## src/rtl/pipeline_ctrl_if.sv

```systemverilog
// Handshake bundle between the pipeline datapath (master) and pipeline_ctrl (slave):
// stage hazard/memory/branch status in, freeze/flush/bubble/stall/redirect controls out.
interface pipeline_ctrl_if #(
    parameter int REG_W = 4
);
    logic [REG_W-1:0] src1;
    logic [REG_W-1:0] src2;
    logic             twoSrc;
    logic             idValid;
    logic             exeWbEn;
    logic [REG_W-1:0] exeDest;
    logic             exeMemRead;
    logic             memWbEn;
    logic [REG_W-1:0] memDest;
    logic             memReq;
    logic             branchTakenIn;
    logic [31:0]      branchAddrIn;
    logic             freeze;
    logic             flush;
    logic             idExBubble;
    logic             memStall;
    logic             branchTaken;
    logic [31:0]      branchAddr;

    modport master (
        output src1, src2, twoSrc, idValid, exeWbEn, exeDest, exeMemRead,
               memWbEn, memDest, memReq, branchTakenIn, branchAddrIn,
        input  freeze, flush, idExBubble, memStall, branchTaken, branchAddr
    );

    modport slave (
        input  src1, src2, twoSrc, idValid, exeWbEn, exeDest, exeMemRead,
               memWbEn, memDest, memReq, branchTakenIn, branchAddrIn,
        output freeze, flush, idExBubble, memStall, branchTaken, branchAddr
    );
endinterface

```

## src/rtl/pipeline_ctrl.sv

```systemverilog
// Pipeline control: RAW hazard detection, data-memory wait-state sequencing and stall-safe
// branch redirect. Define FORWARDING_EN when a forwarding unit exists (only load-use stalls).
module pipeline_ctrl #(
    parameter int MEM_WAIT_CYCLES = 4,
    parameter int REG_W           = 4
) (
    input logic            clk,
    input logic            rst,
    pipeline_ctrl_if.slave pif
);
    localparam int CNT_W       = (MEM_WAIT_CYCLES > 2) ? $clog2(MEM_WAIT_CYCLES) : 1;
    localparam int CNT_LOAD    = (MEM_WAIT_CYCLES > 1) ? (MEM_WAIT_CYCLES - 2) : 0;
    localparam bit MULTI_CYCLE = (MEM_WAIT_CYCLES > 1);

    localparam logic [0:0] RUN  = 1'b0;
    localparam logic [0:0] WAIT = 1'b1;

    logic [0:0]       state_r;
    logic [0:0]       state_nxt_s;
    logic [CNT_W-1:0] cnt_r;
    logic [CNT_W-1:0] cnt_nxt_s;
    logic             mem_stall_s;
    logic             hazard_s;
    logic             branch_go_s;
    logic [REG_W-1:0] src1_s;
    logic [REG_W-1:0] src2_s;
    logic [REG_W-1:0] exe_dest_s;
    logic [REG_W-1:0] mem_dest_s;
    logic             unused_ok_s;

    assign src1_s     = pif.src1;
    assign src2_s     = pif.src2;
    assign exe_dest_s = pif.exeDest;
    assign mem_dest_s = pif.memDest;

`ifdef FORWARDING_EN
    assign unused_ok_s = ^{pif.exeWbEn, pif.memWbEn, mem_dest_s};

    // With forwarding only a load in EXE cannot supply its result in time
    always_comb begin
        hazard_s = pif.idValid & pif.exeMemRead &
                   ((exe_dest_s == src1_s) | (pif.twoSrc & (exe_dest_s == src2_s)));
    end
`else
    assign unused_ok_s = pif.exeMemRead;

    // Without forwarding any pending EXE/MEM write to a source register must stall ID
    always_comb begin
        hazard_s = pif.idValid &
                   ((pif.exeWbEn & (exe_dest_s == src1_s)) |
                    (pif.memWbEn & (mem_dest_s == src1_s)) |
                    (pif.twoSrc & ((pif.exeWbEn & (exe_dest_s == src2_s)) |
                                   (pif.memWbEn & (mem_dest_s == src2_s)))));
    end
`endif

    // Wait-state sequencing: the access cycle in RUN stalls, then WAIT counts down to release
    always_comb begin
        state_nxt_s = state_r;
        cnt_nxt_s   = cnt_r;
        mem_stall_s = 1'b0;
        case (state_r)
            RUN: begin
                if (pif.memReq && MULTI_CYCLE) begin
                    mem_stall_s = 1'b1;
                    state_nxt_s = WAIT;
                    cnt_nxt_s   = CNT_W'(CNT_LOAD);
                end else begin
                    mem_stall_s = 1'b0;
                end
            end
            WAIT: begin
                if (cnt_r != {CNT_W{1'b0}}) begin
                    mem_stall_s = 1'b1;
                    cnt_nxt_s   = cnt_r - CNT_W'(1);
                end else begin
                    state_nxt_s = RUN;
                end
            end
            default: begin
                state_nxt_s = RUN;
                cnt_nxt_s   = {CNT_W{1'b0}};
            end
        endcase
    end

    // State and wait counter registers; reset abandons any access in flight
    always_ff @(posedge clk) begin
        if (rst) begin
            state_r <= RUN;
            cnt_r   <= {CNT_W{1'b0}};
        end else begin
            state_r <= state_nxt_s;
            cnt_r   <= cnt_nxt_s;
        end
    end

    // Control outputs; a branch held in EXE during a stall issues on the release cycle
    always_comb begin
        branch_go_s = 1'b0;
        if (rst) begin
            pif.freeze      = 1'b0;
            pif.flush       = 1'b0;
            pif.idExBubble  = 1'b0;
            pif.memStall    = 1'b0;
            pif.branchTaken = 1'b0;
            pif.branchAddr  = 32'h0000_0000;
        end else begin
            branch_go_s     = pif.branchTakenIn & ~mem_stall_s;
            pif.freeze      = mem_stall_s | (hazard_s & ~branch_go_s);
            pif.flush       = branch_go_s;
            pif.idExBubble  = (hazard_s & ~mem_stall_s) | branch_go_s;
            pif.memStall    = mem_stall_s;
            pif.branchTaken = branch_go_s;
            pif.branchAddr  = pif.branchAddrIn;
        end
    end
endmodule

```

## src/flat_wrapper.sv

```systemverilog
// flat-port wrapper written by rule: the top's interface ports become plain ports
module pipeline_ctrl_flat 
#(
    parameter int MEM_WAIT_CYCLES = 4,
    parameter int REG_W           = 4
)
  (clk, rst, pif_src1, pif_src2, pif_twoSrc, pif_idValid, pif_exeWbEn, pif_exeDest, pif_exeMemRead, pif_memWbEn, pif_memDest, pif_memReq, pif_branchTakenIn, pif_branchAddrIn, pif_freeze, pif_flush, pif_idExBubble, pif_memStall, pif_branchTaken, pif_branchAddr);
  pipeline_ctrl_if #(.REG_W(REG_W)) pif_i ();
  input logic clk;
  input logic rst;
  input wire logic [$bits(pif_i.src1)-1:0] pif_src1;
  input wire logic [$bits(pif_i.src2)-1:0] pif_src2;
  input wire logic [$bits(pif_i.twoSrc)-1:0] pif_twoSrc;
  input wire logic [$bits(pif_i.idValid)-1:0] pif_idValid;
  input wire logic [$bits(pif_i.exeWbEn)-1:0] pif_exeWbEn;
  input wire logic [$bits(pif_i.exeDest)-1:0] pif_exeDest;
  input wire logic [$bits(pif_i.exeMemRead)-1:0] pif_exeMemRead;
  input wire logic [$bits(pif_i.memWbEn)-1:0] pif_memWbEn;
  input wire logic [$bits(pif_i.memDest)-1:0] pif_memDest;
  input wire logic [$bits(pif_i.memReq)-1:0] pif_memReq;
  input wire logic [$bits(pif_i.branchTakenIn)-1:0] pif_branchTakenIn;
  input wire logic [$bits(pif_i.branchAddrIn)-1:0] pif_branchAddrIn;
  output wire logic [$bits(pif_i.freeze)-1:0] pif_freeze;
  output wire logic [$bits(pif_i.flush)-1:0] pif_flush;
  output wire logic [$bits(pif_i.idExBubble)-1:0] pif_idExBubble;
  output wire logic [$bits(pif_i.memStall)-1:0] pif_memStall;
  output wire logic [$bits(pif_i.branchTaken)-1:0] pif_branchTaken;
  output wire logic [$bits(pif_i.branchAddr)-1:0] pif_branchAddr;
  assign pif_i.src1 = pif_src1;
  assign pif_i.src2 = pif_src2;
  assign pif_i.twoSrc = pif_twoSrc;
  assign pif_i.idValid = pif_idValid;
  assign pif_i.exeWbEn = pif_exeWbEn;
  assign pif_i.exeDest = pif_exeDest;
  assign pif_i.exeMemRead = pif_exeMemRead;
  assign pif_i.memWbEn = pif_memWbEn;
  assign pif_i.memDest = pif_memDest;
  assign pif_i.memReq = pif_memReq;
  assign pif_i.branchTakenIn = pif_branchTakenIn;
  assign pif_i.branchAddrIn = pif_branchAddrIn;
  assign pif_freeze = pif_i.freeze;
  assign pif_flush = pif_i.flush;
  assign pif_idExBubble = pif_i.idExBubble;
  assign pif_memStall = pif_i.memStall;
  assign pif_branchTaken = pif_i.branchTaken;
  assign pif_branchAddr = pif_i.branchAddr;
  pipeline_ctrl #(.MEM_WAIT_CYCLES(MEM_WAIT_CYCLES), .REG_W(REG_W)) u_core (.clk(clk), .rst(rst), .pif(pif_i));
endmodule
```

## config.mk

```make
export PLATFORM = sky130hd
export DESIGN_NAME = pipeline_ctrl_flat
export DESIGN_NICKNAME = d
export VERILOG_FILES = /design/src/rtl/pipeline_ctrl_if.sv /design/src/rtl/pipeline_ctrl.sv /design/src/flat_wrapper.sv
export SDC_FILE = /design/constraint.sdc
export NUM_CORES = 1
export LEC_CHECK = 0
export ABC_AREA = 1
export ABC_CLOCK_PERIOD_IN_PS = 1570
export CAP_MARGIN = 20
export CELL_PAD_IN_SITES_DETAIL_PLACEMENT = 1
export CELL_PAD_IN_SITES_GLOBAL_PLACEMENT = 2
export CORE_MARGIN = 1.5
export CORE_UTILIZATION = 10
export CTS_BUF_LIST = sky130_fd_sc_hd__clkbuf_2
export CTS_CLUSTER_DIAMETER = 50
export DETAILED_ROUTE_END_ITERATION = 10
export MAX_ROUTING_LAYER = met4
export PLACE_DENSITY = 0.95
export SYNTH_ARGS = -nofsm -noshare
export SYNTH_HDL_FRONTEND = slang
export SYNTH_SLANG_ARGS = --single-unit
```

## constraint.sdc

```tcl
create_clock -name clk -period 1.57 [get_ports clk]
set_input_delay 0.471 -clock clk [delete_from_list [all_inputs] [get_ports clk]]
set_output_delay 0.471 -clock clk [all_outputs]
set_load 0.005 [all_outputs]
```

==> out/metrics.cfg, run 1 <==
[status]
outcome=finished with violations
violations=negative setup slack

[detailed_routing]
viasPerCell=3.499
wl_per_cell_um=9.992
drc=0
first_pass_iters=2
ant_nets=0
wirelength_um=3647
drtIter0Drc=7
num_vias=1277

[pwr]
peakVddDrop_mv=0.07951
power_density_nw_per_um2=346.7
seqPwrFrac=0.152
switching_share=0.3838
p_clk_frac=0.193
p_leak_nw=1.069
intPower_mw=0.3539
p_sw_mw=0.2205
combinationalPowerShare=0.655

[die]
die_x_um=87.45
core_um2=6832
die_h_um=87.45
die-area_um2=7648
start_util=0.1044
rows=30
io_pins=94

[sta]
worstMarginPinSlew_ns=0.2063
fin_crit_ns=1.944
skew_ns=0.01014
setup_ws_ns=-0.3735
grt_setup_unrepaired=true
holdWs_ns=0.4996
period_share=1.238
relSlewSlack=0.8610
max_freq_ghz=0.5145
setup_viol=5
finalHoldViolations=0
drv_slew=0

[global_routing]
grt_pass1_vias=1333
grt_usage=0.09701
grt.overflow.total=0
grt_max_degree=18
antenna_found_initial=0
grt_pass1_wl_um=5747

[place]
dp_hpwl_um=3125
post-place-ws_ns=-1.153
place_inst=356
io_buffers=92
dpl_cell_area_um2=1805
finalWeightedCongestion=0.7834

[yosys]
ys_types=15
syn-num-nets=221
synthCells=163
ys_warn_count=0
syn_area_per_cell_um2=4.375
ys_ff_latch=3
ys_seq_area_frac=0.08421
synthesis.area_um2=713.2

[worst_setup_path]
endpoint_kind=output pin
path_common_cell=nand2_2
critPathMaxStageDelay_ns=0.21
worstPathCellList=clkdlybuf4s15_2 -> xnor2_1 -> nand3_1 -> nand2_1 -> inv_1 -> nand2_2 -> nand2_2 -> a21oi_1 -> buf_2
critPathTopFamily=buffers and inverters
r2r_setup_slack_ns=0.35
path_buf_inv=3
cp.required_ns=1.10
cp.arrival_ns=1.47
cp-start-kind=input pin
path_class=in2out
crit_fanout=2
cp_slowest_cell=clkdlybuf4s15_2

[min_path]
hold_path.class=reg2reg

[finish]
antennaDiodeCount=0
finalNetCount=328
final_layout_size_suffix_gt1_frac=0.3643
utilization=0.2425
instances_no_fill=365
layout_common_cells=51 x buf_2, 44 x inv_1, 43 x nor2_1
mostFrequentLayoutCell=buf_2
final_area_um2=1657
areaGrowthSynthToFinish_pct=132.3

[clock_network]
clock-sinks=3
cts_buffer_depth=2
cts_tree=yes
path_clk_slew_ns=0.05
h-tree-depth=1
worstSkewPairLatency_ns=0.21
cts-buffers-inserted=3
holdBufCountCts=0
clockRootBuffer=clkbuf_2

[flow_run]
cap_violations=0

## logic make-up (layout without fill, tap and decap cells)
logic type      after synthesis  in the layout  share of synthesized area
fa+ha+maj                     1              1                    0.01754
simple gates                 86             86                     0.4596
buf+inv                      59            165                     0.3210
xor+xnor                      3              3                    0.03685
flops                         3              3                    0.08421
compound gates               11             11                    0.08069
## final cells by class
type                       count  area, um^2
clock buffer                   4       20.02
sequential                     3       62.56
multi-input combinational    101       491.7
inverter                      54       202.7
timing repair buffer         107       759.5
tap                           96       120.1
fill                         928        5175
## synthesized netlist by cell type (all sizes together)
cell / n / area (um^2)
dfxtp: 3 / 60.06
a21oi: 3 / 15.01
o21bai: 1 / 7.510
o21ai: 7 / 35.03
clkbuf: 1 / 3.750
inv: 54 / 202.7
xnor2: 3 / 26.28
nand2: 34 / 127.6
nor2: 48 / 180.2
ha: 1 / 12.51
buf: 4 / 22.52
nand3: 4 / 20.02
## power by group through the flow
stage | combinational, mW | clock (mW) | sequential [mW]
floorplan | 0.131 | 0 | 0.0861
global placement | 0.415 | 0 | 0.0863
detailed placement | 0.426 | 0 | 0.0868
CTS | 0.368 | 0.119 | 0.0869
global route | 0.425 | 0.132 | 0.0875
finish | 0.376 | 0.111 | 0.0871
## registers in the layout, summed over array words and instances (netlist names)
signal	count
u_core.cnt_r	2
u_core.state_r	1
## timing repair
item | in CTS | in global routing
resized for setup | 276 | 11
setup endpoints to repair | 37 | 5
buffers inserted | 5 | 1
pin swaps | 59 | 19
## layer usage
metal  routed length [um]  GRT usage  vias to the layer above
li1                     -          -                      659
met1                 1291    0.09831                      585
met4                   26    0.02165                        0
met5                    0          -                        -
met2                 2210     0.1958                       31
met3                  118    0.01043                        2
## final timing paths
path,startpoint,endpoint,cells past startpoint
worst max-delay path,pif_src1[2],pif_idExBubble,9
worst min-delay path,u_core.cnt_r[1]$_SDFFE_PP0P_,u_core.cnt_r[1]$_SDFFE_PP0P_,2
worst max register to register,u_core.cnt_r[1]$_SDFFE_PP0P_,u_core.cnt_r[1]$_SDFFE_PP0P_,8
worst min register to register,u_core.cnt_r[1]$_SDFFE_PP0P_,u_core.cnt_r[1]$_SDFFE_PP0P_,2
## worst register-to-register path, delay by kind of cell (launching register included)
family                     cells  cell delay, ns
adders and majority gates      1            0.15
and+or+nand+nor                2            0.19
buffers and inverters          3            0.22
AOI/OAI and AO/OA              2            0.26
DFF                            1            0.33
## stage by stage
step	TNS (ns)	power [mW]
after floorplan	0	0.2173
after global placement	-30.16	0.5016
after detailed placement	-30.74	0.5127
after CTS	-1.464	0.5737
after global routing	-1.916	0.6446
final	-1.426	0.5744
No activity file was read; power rests on OpenSTA's default activity.
==> run 2, diff against run 1 <==
--- a/config.mk
+++ b/config.mk
@@ -11,12 +11,13 @@
 export CELL_PAD_IN_SITES_DETAIL_PLACEMENT = 1
 export CELL_PAD_IN_SITES_GLOBAL_PLACEMENT = 2
 export CORE_MARGIN = 1.5
-export CORE_UTILIZATION = 10
+export CORE_UTILIZATION = 20
 export CTS_BUF_LIST = sky130_fd_sc_hd__clkbuf_2
 export CTS_CLUSTER_DIAMETER = 50
 export DETAILED_ROUTE_END_ITERATION = 10
+export DONT_BUFFER_PORTS = 1
 export MAX_ROUTING_LAYER = met4
-export PLACE_DENSITY = 0.95
+export PLACE_DENSITY = 0.76
 export SYNTH_ARGS = -nofsm -noshare
 export SYNTH_HDL_FRONTEND = slang
 export SYNTH_SLANG_ARGS = --single-unit
==> out/metrics.cfg, run 2 (synthesized netlist as in run 1, its figures left out) <==
[die]
core_um2=3390  ; was 6832 um^2
die_h_um=62.72  ; was 87.45 um
start_util=0.2104  ; was 0.1044
rows=21  ; was 30
die_x_um=62.72  ; was 87.45 um
io_pins=94  ; unchanged
die-area_um2=3933  ; was 7648 um^2

[finish]
largest_reg_flops=2  ; unchanged
final_layout_size_suffix_gt1_frac=0.3176  ; was 0.3643
finalNetCount=229  ; was 328
instances_no_fill=216  ; was 365
antennaDiodeCount=0  ; unchanged
layout_common_cells=42 x nor2_1, 41 x inv_1, 19 x nand2_1  ; was 51 x buf_2, 44 x inv_1, 43 x nor2_1
utilization=0.2913  ; was 0.2425
regMostFlops=u_core.cnt_r  ; unchanged
areaGrowthSynthToFinish_pct=38.42  ; was 132.3%
final_area_um2=987.2  ; was 1657 um^2
reg_top3=u_core.cnt_r: 2 flops, u_core.state_r: 1 flops  ; unchanged
mostFrequentLayoutCell=nor2_1  ; was buf_2

[worst_setup_path]
worst_r2r_path_depth=12  ; was 8
endpoint_kind=output pin  ; unchanged
cp_slowest_cell=dfxtp_2  ; was clkdlybuf4s15_2
cp.arrival_ns=1.22  ; was 1.47 ns
crit_fanout=2  ; unchanged
cp.required_ns=1.10  ; about the same
r2r-end=u_core.cnt_r[1]$_SDFFE_PP0P_  ; unchanged
path_class=reg2out  ; was in2out
reg2reg_from=u_core.cnt_r[0]$_SDFFE_PP0P_  ; was u_core.cnt_r[1]$_SDFFE_PP0P_
path_common_cell=inv_2  ; was nand2_2
worstPathCellList=inv_2 -> ha_4 -> nor2_4 -> inv_2 -> nand2_2 -> inv_2 -> nor2_4 -> o21bai_4  ; was clkdlybuf4s15_2 -> xnor2_1 -> nand3_1 -> nand2_1 -> inv_1 -> nand2_2 -> nand2_2 -> a21oi_1 -> buf_2
critPathMaxStageDelay_ns=0.33  ; was 0.21 ns
r2r_setup_slack_ns=-0.07  ; was 0.35 ns
cp-start-kind=flip-flop  ; was input pin

[place]
io_buffers=0  ; was 92
post-place-ws_ns=-0.1410  ; was -1.153 ns
dpl_cell_area_um2=769.5  ; was 1805 um^2
dp_hpwl_um=2083  ; was 3125 um
place_inst=207  ; was 356
finalWeightedCongestion=0.7638  ; was 0.7834

[detailed_routing]
wl_per_cell_um=11.72  ; was 9.992 um
drc=0  ; unchanged
first_pass_iters=4  ; was 2
viasPerCell=4.241  ; was 3.499
ant_nets=0  ; unchanged
drtIter0Drc=10  ; was 7
wirelength_um=2531  ; was 3647 um
num_vias=916  ; was 1277

[sta]
setup_ws_ns=-0.1220  ; was -0.3735 ns
max_freq_ghz=0.5910  ; was 0.5145 GHz
skew_ns=0.001640  ; was 0.01014 ns
relSlewSlack=0.8888  ; was 0.8610
fin_tns_setup_ns=-0.6135  ; was -1.426 ns
grt_setup_unrepaired=true  ; unchanged
fin_crit_ns=1.692  ; was 1.944 ns
finalHoldViolations=0  ; unchanged
worstMarginPinSlew_ns=0.1662  ; was 0.2063 ns
setup_viol=6  ; was 5
period_share=1.078  ; was 1.238
holdWs_ns=0.3263  ; was 0.4996 ns
drv_slew=0  ; unchanged

[pwr]
p_total_mw=0.4074  ; was 0.5744 mW
intPower_mw=0.2493  ; was 0.3539 mW
peakVddDrop_mv=0.1238  ; was 0.07951 mV
power_density_nw_per_um2=412.7  ; was 346.7 nW/um^2
p_leak_nw=0.6007  ; was 1.069 nW
p_sw_mw=0.1582  ; was 0.2205 mW
seqPwrFrac=0.214  ; was 0.152
p_clk_frac=0.261  ; was 0.193
switching_share=0.3882  ; was 0.3838
combinationalPowerShare=0.526  ; was 0.655

[global_routing]
grt_max_degree=36  ; was 18
grt_usage=0.1308  ; was 0.09701
antenna_found_initial=0  ; unchanged
grt_pass1_vias=895  ; was 1333
grt.overflow.total=0  ; unchanged
grt_pass1_wl_um=4064  ; was 5747 um

[clock_network]
path_clk_slew_ns=0.04  ; was 0.05 ns
cts-buffers-inserted=3  ; unchanged
cts_buffer_depth=2  ; unchanged
cts_tree=yes  ; unchanged
clockRootBuffer=clkbuf_2  ; unchanged
worstSkewPairLatency_ns=0.20  ; was 0.21 ns
h-tree-depth=1  ; unchanged
clock-sinks=3  ; unchanged
holdBufCountCts=0  ; unchanged

[status]
violations=negative setup slack  ; unchanged
outcome=finished with violations  ; unchanged

[flow_run]
cap_violations=0  ; unchanged

[min_path]
hp-start=rst  ; was u_core.cnt_r[1]$_SDFFE_PP0P_
hold_path.class=in2reg  ; was reg2reg
holdPathEnd=u_core.cnt_r[1]$_SDFFE_PP0P_  ; unchanged
min_delay_path_depth=1  ; was 2

[run 2: cell count changes in the layout (fill, tap and decap cells not counted), moves of 3 or more]
cell             previous run  this run
clkdlybuf4s50_1             3         0
nand2_2                     5        13
inv_2                      10         7
inv_1                      44        41
dlygate4sd2_1              33         0
nand2_1                    28        19
buf_6                       5         1
buf_4                      11         7
buf_2                      51         0
[run 2: per-layer routing]
layer / GRT usage / routed length, um / vias to the layer above
met3: 0.02342 / 137 / 4
met5: - / 0 / -
met2: 0.2487 / 1417 / 40
li1: - / - / 462
met4: 0.06389 / 37 / 0
met1: 0.1264 / 939 / 410
[run 2: power by group through the flow]
| stage | logic, mW | clock network (mW) | registers, mW |
|---|---|---|---|
| after floorplan | 0.131 | 0 | 0.0861 |
| after global placement | 0.144 | 0 | 0.0862 |
| after detailed placement | 0.152 | 0 | 0.0866 |
| after CTS | 0.197 | 0.110 | 0.0870 |
| after global routing | 0.242 | 0.116 | 0.0872 |
| final | 0.214 | 0.106 | 0.0871 |
[run 2: final cells by class]
cell class | instances | area, um^2
timing repair buffer | 8 | 63.81
multi-input combinational | 101 | 535.5
fill | 451 | 2402
tap | 46 | 57.56
sequential | 3 | 62.56
clock buffer | 4 | 20.02
inverter | 54 | 247.7
[run 2: critical path, delay by kind of cell, from the launching register on]
family                   cells  cell delay (ns)
AO/OA/AOI/OAI                1             0.13
buffers and inverters        3             0.15
adder cells (fa/ha/maj)      1             0.16
AND/OR/NAND/NOR              3             0.25
flip-flops                   1             0.33
[run 2: worst max-delay path by stage]
stage | slack, ns | to | startpoint | cells past startpoint
2_1_floorplan | 0.02 | pif_flush | u_core.cnt_r[0]$_SDFFE_PP0P_ | 9
3_3_place_gp | -0.11 | pif_idExBubble | pif_src1[1] | 9
3_5_place_dp | -0.14 | pif_freeze | pif_src1[1] | 9
4_1_cts | -0.14 | pif_freeze | u_core.cnt_r[0]$_SDFFE_PP0P_ | 8
5_1_grt | -0.21 | pif_freeze | u_core.cnt_r[0]$_SDFFE_PP0P_ | 8
6_report | -0.12 | pif_freeze | u_core.cnt_r[0]$_SDFFE_PP0P_ | 8
[run 2: repair_timing]
action / CTS / global route
gates resized for setup: 51 / 13
hold endpoints to repair: 0 / 0
setup buffers: 5 / 1
pin swaps: 31 / 16
setup endpoints to repair: 5 / 6
